**src/rtl/coax_tx_ss_generator_pkg.sv**
```systemverilog
// Shared coax start-sequence constants and the bit-window helpers used by the
// transmit generator and the receive detector.
package coax_tx_ss_generator_pkg;

    localparam int unsigned PULSE_COUNT = 5;

    function automatic int unsigned ss_half_bit(input int unsigned cpb);
        return cpb / 2;
    endfunction

    function automatic int unsigned ss_win_1p5(input int unsigned cpb);
        return (3 * cpb) / 2;
    endfunction

    function automatic int unsigned ss_win_2(input int unsigned cpb);
        return 2 * cpb;
    endfunction

    function automatic int unsigned ss_win_2p5(input int unsigned cpb);
        return (5 * cpb) / 2;
    endfunction

    function automatic int unsigned ss_win_3p5(input int unsigned cpb);
        return (7 * cpb) / 2;
    endfunction

endpackage

```
**src/rtl/coax_tx_ss_generator.sv**
```systemverilog
// Drives the 3270 coax start sequence: PULSE_COUNT Manchester "1" pulses,
// then the low/high line code violation, closed by a one-cycle done strobe.
module coax_tx_ss_generator
    import coax_tx_ss_generator_pkg::*;
#(
    parameter int unsigned CLOCKS_PER_BIT = 8
) (
    input  logic clk,
    input  logic reset,
    input  logic enable,
    input  logic start,
    output logic ready,
    output logic tx,
    output logic tx_active,
    output logic done
);

    localparam int unsigned H  = ss_half_bit(CLOCKS_PER_BIT);
    localparam int unsigned V  = ss_win_1p5(CLOCKS_PER_BIT);
    localparam int unsigned TW = $clog2(V) + 1;
    localparam int unsigned PW = $clog2(PULSE_COUNT) + 1;

    typedef enum logic [2:0] {
        S_IDLE       = 3'd0,
        S_PULSE_HIGH = 3'd1,
        S_PULSE_LOW  = 3'd2,
        S_CV_LOW     = 3'd3,
        S_CV_HIGH    = 3'd4,
        S_DONE       = 3'd5
    } state_t;

    state_t          r_state;
    logic [TW-1:0]   r_bit_timer;
    logic [PW-1:0]   r_pulse_cnt;
    logic            r_tx;
    logic            r_tx_active;
    logic            r_done;
    logic            r_ready;

    logic            w_expired;
    assign w_expired = (r_bit_timer == '0);

    // Outputs are set alongside each state transition so they line up with the new state.
    always_ff @(posedge clk) begin
        if (!reset || !enable) begin
            r_state     <= S_IDLE;
            r_bit_timer <= '0;
            r_pulse_cnt <= '0;
            r_tx        <= 1'b0;
            r_tx_active <= 1'b0;
            r_done      <= 1'b0;
            r_ready     <= 1'b1;
        end else begin
            r_done <= 1'b0;
            case (r_state)
                S_IDLE: begin
                    if (start) begin
                        r_state     <= S_PULSE_HIGH;
                        r_pulse_cnt <= PW'(1);
                        r_bit_timer <= TW'(H - 1);
                        r_tx        <= 1'b1;
                        r_tx_active <= 1'b1;
                        r_ready     <= 1'b0;
                    end
                end
                S_PULSE_HIGH: begin
                    if (w_expired) begin
                        r_state     <= S_PULSE_LOW;
                        r_bit_timer <= TW'(H - 1);
                        r_tx        <= 1'b0;
                    end else begin
                        r_bit_timer <= r_bit_timer - TW'(1);
                    end
                end
                S_PULSE_LOW: begin
                    if (w_expired) begin
                        if (r_pulse_cnt == PW'(PULSE_COUNT)) begin
                            r_state     <= S_CV_LOW;
                            r_bit_timer <= TW'(CLOCKS_PER_BIT - 1);
                        end else begin
                            r_state     <= S_PULSE_HIGH;
                            r_pulse_cnt <= r_pulse_cnt + PW'(1);
                            r_bit_timer <= TW'(H - 1);
                            r_tx        <= 1'b1;
                        end
                    end else begin
                        r_bit_timer <= r_bit_timer - TW'(1);
                    end
                end
                S_CV_LOW: begin
                    if (w_expired) begin
                        r_state     <= S_CV_HIGH;
                        r_bit_timer <= TW'(V - 1);
                        r_tx        <= 1'b1;
                    end else begin
                        r_bit_timer <= r_bit_timer - TW'(1);
                    end
                end
                S_CV_HIGH: begin
                    if (w_expired) begin
                        r_state     <= S_DONE;
                        r_bit_timer <= '0;
                        r_tx        <= 1'b0;
                        r_done      <= 1'b1;
                    end else begin
                        r_bit_timer <= r_bit_timer - TW'(1);
                    end
                end
                S_DONE: begin
                    r_state     <= S_IDLE;
                    r_bit_timer <= '0;
                    r_pulse_cnt <= '0;
                    r_tx_active <= 1'b0;
                    r_ready     <= 1'b1;
                end
                default: begin
                    r_state     <= S_IDLE;
                    r_bit_timer <= '0;
                    r_pulse_cnt <= '0;
                    r_tx        <= 1'b0;
                    r_tx_active <= 1'b0;
                    r_ready     <= 1'b1;
                end
            endcase
        end
    end

    assign ready     = r_ready;
    assign tx        = r_tx;
    assign tx_active = r_tx_active;
    assign done      = r_done;

endmodule
```
**config.mk**
```make
export PLATFORM = sky130hd
export DESIGN_NAME = coax_tx_ss_generator
export DESIGN_NICKNAME = d
export VERILOG_FILES = /design/src/rtl/coax_tx_ss_generator_pkg.sv /design/src/rtl/coax_tx_ss_generator.sv
export SDC_FILE = /design/constraint.sdc
export NUM_CORES = 1
export LEC_CHECK = 0
export ABC_CLOCK_PERIOD_IN_PS = 2700
export BUFFER_PORTS_ARGS = -buffer_cell sky130_fd_sc_hd__buf_2
export CAP_MARGIN = 20
export CELL_PAD_IN_SITES_DETAIL_PLACEMENT = 1
export CELL_PAD_IN_SITES_GLOBAL_PLACEMENT = 1
export CORE_MARGIN = 5
export CORE_UTILIZATION = 35
export CTS_CLUSTER_SIZE = 25
export DETAILED_ROUTE_END_ITERATION = 10
export PLACE_DENSITY = 0.7
export SYNTH_ARGS = -nofsm -noshare
export SYNTH_HDL_FRONTEND = slang
export SYNTH_SLANG_ARGS = --single-unit
```
**constraint.sdc**
```tcl
create_clock -name clk -period 2.7 [get_ports clk]
set_clock_uncertainty 0.2 [all_clocks]
set_input_delay 0.135 -clock clk [delete_from_list [all_inputs] [get_ports clk]]
set_output_delay 0.135 -clock clk [all_outputs]
set_load 0.01 [all_outputs]
```
---- Word-level counts from Yosys, hierarchy flattened ----
Index checks and enable logic that the tools add are counted.
Widths: inputs -> output; s select.
storage, ports and cells
  word-level logic and storage cells ...... 67
  input port bits ......................... 4
  output and inout port bits .............. 4
  flip-flop bits (word level) ............. 16
operators by class
  add/subtract/negate cells ............... 2
  reduce and logical (&&, ||, !) cells .... 13
  muxes and demuxes ....................... 28
  bitwise operators ....................... 4
  eq/ne operators ......................... 13
operators with widths
  kind                 count
  $mux 5               5
  $pmux 5 s5           1
  $mux 3               6
  $pmux 3 s5           1
  $mux 4               3
  $ne 2x2->1 const B   6
  $pmux 4 s3           1
  $mux 1               7
  $eq 3x2->1 const B   2
  $eq 3x3->1 const B   2
  $reduce_and 6->1     1
  $logic_not 5->1      1
  $pmux 1 s5           1
  $reduce_and 5->1     1
  $sub 5x1->5 const B  1
  $add 4x1->4 const B  1
  $eq 4x3->1 const B   1
  $not 1->1            4
  $pmux 1 s2           2
  $reduce_and 4->1     1
  $reduce_or 2->1      2
  $reduce_or 4->1      1
  $eq 3x1->1 const B   1
  $logic_not 3->1      1
  other kinds (6)      7

---- Depth between registers and ports, before layout ----
  word-level depth ........................ 4
  depth in mapped cells ................... 8
  mapped depth without buffers ............ 7

---- Worst setup path before layout ----
OpenSTA, ideal clock, no wires.
  path kind ............................... reg-to-reg
  from .................................... register r_bit_timer[0]
  to ...................................... register r_bit_timer[2]
  required time ........................... 2426 ps
  cell stages (with the launch flop) ...... 7
  setup slack ............................. 761 ps
  library setup time ...................... 74 ps
  path buffers ............................ 1
  data arrival time ....................... 1665 ps
  clock period less this slack ............ 1939 ps
  cell sequence ........................... dfxtp_1 > inv_1 > ha_1 > or4b_4 > buf_6 > or4_1 > a31oi_1
on the way
  cells in the longest elaborated chain, start to end .. 3
  elaborated cells on any way between the ends .. 7
  classes of those cells .................. add/sub: 1; mux: 5; reduce/logical: 1
RTL lines
  element                                         RTL line                    source
  from (decl)                                     coax_tx_ss_generator.sv:33  logic [TW-1:0] r_bit_timer;
  from (signal assigned)                          coax_tx_ss_generator.sv:60  r_bit_timer <= TW'(H - 1);
  from (signal assigned)                          coax_tx_ss_generator.sv:69  r_bit_timer <= TW'(H - 1);
  from (signal assigned)                          coax_tx_ss_generator.sv:72  r_bit_timer <= r_bit_timer - TW'(1);
  $sub 5x1->5 or $logic_not 5->1 (tied branches)  -
  $mux 5, on equally long branches                -
  $pmux 5 s5 (*)                                  coax_tx_ss_generator.sv:55  case (r_state)
Mark *: on every way between the ends. The rest lies on a longest branch, timed or not.
A chain may end at the register's enable or synchronous reset.

---- Final worst setup path ----
  from .................................... register r_bit_timer[0]
  to ...................................... register r_tx (netlist: tx)
on the way
  cells in the longest elaborated chain, start to end .. 3
  elaborated cells on any way between the ends .. 5
  classes of those cells .................. eq/ne: 3; reduce/logical: 2
RTL lines
  element                                                    RTL line                    source
  $logic_not 5->1 (*)                                        coax_tx_ss_generator.sv:41  assign w_expired = (r_bit_timer == '0);
  $ne 2x1->1 (no source line) or $ne 2x2->1 (tied branches)  -
  $reduce_and 6->1 (no source line) (*)                      -
  to (signal assigned)                                       coax_tx_ss_generator.sv:49  r_tx <= 1'b0;
  to (signal assigned)                                       coax_tx_ss_generator.sv:61  r_tx <= 1'b1;
  to (signal assigned)                                       coax_tx_ss_generator.sv:70  r_tx <= 1'b0;
  to (decl)                                                  coax_tx_ss_generator.sv:35  logic r_tx;
Marked as above.

==> results.yml <==
yosys:
  ys_seq_area_frac: 0.345
  synth_fa_ha_area_frac: 0.0404
  ys_types: 40
  synthesis.area_sq_um: 930
  syn-num-nets: 124
  synth_warnings: 0
  synth_compound_area_frac: 0.242
  synth_mux_area_frac: 0.0108
  synth_area_leader_cell: "dfxtp_1"
  syn_inst: 117
  yosys.area_share.xor_xnor: 0.0283
  synth_area_leaders: "dfxtp_1, a21oi_1, o21ai_0"
  synth_top_area_share: 0.345
  synth_top_family_by_area: "simple AND/OR/NAND/NOR gates"
  synth_seq_cells: 16
  avgSynthCellArea_sq_um: 7.95
  synth-simple-area-share: 0.268
die:
  die_area_sq_um: 3790
  top_level_ports: 8
  start_util: 0.372
  die_y_um: 61.5
  rows: 18
  dieWidth_um: 61.5
  core_sq_um: 2500
worst_setup_path:
  cp.required_ns: 2.73
  r2r_cells: 6
  startpoint_type: "flip-flop"
  critical_path_arrival_ns: 2.18
  end_kind: "flip-flop"
  critical_path.max_fanout: 11
  criticalPathCategory: "flip-flop to flip-flop"
sta:
  grt_setup_unrepaired: "false"
  fmax_mhz: 465
  fin_crit_ns: 2.15
  final_max_slew_viol_count: 0
  holdWs_ns: 0.0778
  timing.final.hold_violations: 0
  slew_headroom: 0.547
  fin_crit_sh: 0.796
  finalWorstSetupSlack_ns: 0.551
  finalSetupViolCount: 0
  tns_ns: 0
  worstMarginPinSlew_ns: 0.672
clock_network:
  clock_path_buffers: 2
  cts_inserted_buffers: 3
  htreeDepth: 1
  path_clk_slew_ns: 0.10
  clock_latency_ns: 0.28
  tritoncts: "built"
  postCtsSetupBuffers: 0
  clock_sinks: 16
  cts_hold_buf: 0
  clockRootBuffer: "clkbuf_4"
  ctsResizeCount: 0
power:
  p_int_w: 0.000327
  p_clk_frac: 0.276
  switchingPower_w: 0.000131
  power.share.sequential: 0.551
  p_comb_frac: 0.173
  power.density_nw_per_um2: 459
  power.static_leakage_nw: 0.364
  p_sw_frac: 0.286
  ir_worst_vdd_mv: 0.336
global_routing:
  first_global_vias: 845
  grt_start_max_net_pins: 15
  grt_pass1_wl_um: 3890
  grt_util_all_layers: 0.137
  antenna_found_initial: 0
  grt_remaining_overflow: 0
routing:
  wl_per_cell_um: 15.2
  drc_errors: 0
  wl_um: 2280
  postRouteAntennaNets: 0
  drt-initial-drc-count: 12
  via_per_inst: 5.77
  firstDrtPassIters: 4
  via_count: 866
run_status:
  status: "complete, no violations"
cells_and_area:
  areaGrowthSynthToFinish_pct: 7.27
  post-route-util: 0.399
  fin_nets: 129
  antenna_cells: 0
  drive_gt1_frac: 0.150
place:
  port_buffers: 7
  pre_cts_ws_ns: 0.548
  dp_hpwl_um: 1630
  gp_congestion: 0.824
worst_hold_path:
  hold_path_depth: 3
  min_path_type: "primary input to flip-flop"
run:
  maxCapViolations: 0
-- stage by stage --
step	power, W	instances	cell area, sq um
floorplan	0.000318	117	930
global placement	0.000335	147	975
detailed placement	0.000337	147	975
CTS	0.000464	150	997
global route	0.000487	150	997
finish	0.000458	150	997
-- cell usage in the layout (no fill, tap or decap), types with 2 or more instances in the layout --
cell      netlist  routed
a211oi_1        3       3
nand3_1         6       6
nor3_1          6       6
ha_1            3       3
nor2_1          7       7
o21ai_0         9       9
nand3b_1        2       2
buf_2           1       7
nor3b_1         2       2
clkbuf_4        0       3
buf_4           0       2
xnor2_1         2       2
dfxtp_1        16      16
a21oi_1        10      10
nand2_1        11      11
a31oi_1         3       3
inv_1           5       5
-- flip-flops by register name, summed over array words and instances, names as in the netlist --
signal       cells
r_bit_timer      5
tx_active        1
r_state          3
r_pulse_cnt      4
ready            1
tx               1
done             1
-- logic make-up (layout without fill, tap and decap cells) --
| family | count (synthesis) | after routing |
|---|---|---|
| mux | 1 | 1 |
| flops | 16 | 16 |
| buf+inv | 14 | 17 |
| xor+xnor | 3 | 3 |
| simple gates | 44 | 44 |
| compound gates | 36 | 36 |
| fa+ha+maj | 3 | 3 |
-- Yosys cell counts, drive strengths merged --
cell type,count
o311a,1
buf,2
a21oi,10
xor2,1
inv,5
nand2,11
o311ai,1
nor3,6
o31ai,1
o21ai,10
nor2,8
nor4,1
nand3b,2
or3b,1
dfxtp,16
a211oi,3
and2,1
or2,1
o211ai,1
nand4,1
o22ai,1
nand3,6
a21boi,1
nor4b,1
mux2i,1
or4,1
o2111ai,1
a31oi,3
and3,1
a41o,1
a31o,1
ha,3
or4b,1
xnor2,2
clkbuf,7
a2111oi,1
nor3b,2
-- path summary, 6_finish.rpt --
check | endpoint | startpoint | slack (ns)
min reg2reg | tx_active$_SDFFE_PP0P_ | tx_active$_SDFFE_PP0P_ | 0.28
min | ready$_SDFFE_PP1P_ | enable | 0.08
max reg2reg | tx$_SDFFE_PP0P_ | r_bit_timer[0]$_SDFFE_PP0N_ | 0.55
max | tx$_SDFFE_PP0P_ | r_bit_timer[0]$_SDFFE_PP0N_ | 0.55
-- area by class of cell --
type / count / area [sq um]
inverters: 5 / 18.8
multi-input cells: 87 / 548
fillers: 309 / 1500
well taps: 30 / 37.5
repair buffers: 9 / 50.0
clock buffers: 3 / 22.5
flip-flops and latches: 16 / 320
-- critical path, cell delays in order (launching register included) --
cell and delay (ns):
dfxtp_1 0.35, inv_1 0.06, ha_1 0.21, or4b_4 0.56, o311a_1 0.35, a211oi_1 0.25, a41o_1 0.12
-- layer usage --
layer | routed length (um) | global-route usage | up-vias
met1 | 1190 | 0.189 | 408
met2 | 984 | 0.215 | 15
met4 | 40 | 0.0455 | 0
li1 | - | - | 439
met3 | 66 | 0.0252 | 4
met5 | 0 | 0 | -
-- power groups by stage --
stage / clock (W) / combinational, W / sequential, W
floorplan: 0 / 0.0000627 / 0.000255
global placement: 0 / 0.0000773 / 0.000257
detailed placement: 0 / 0.0000788 / 0.000258
CTS: 0.000132 / 0.0000801 / 0.000252
global route: 0.000145 / 0.0000886 / 0.000254
finish: 0.000126 / 0.0000790 / 0.000252
Note: power is estimated with default switching activity, not from simulation.
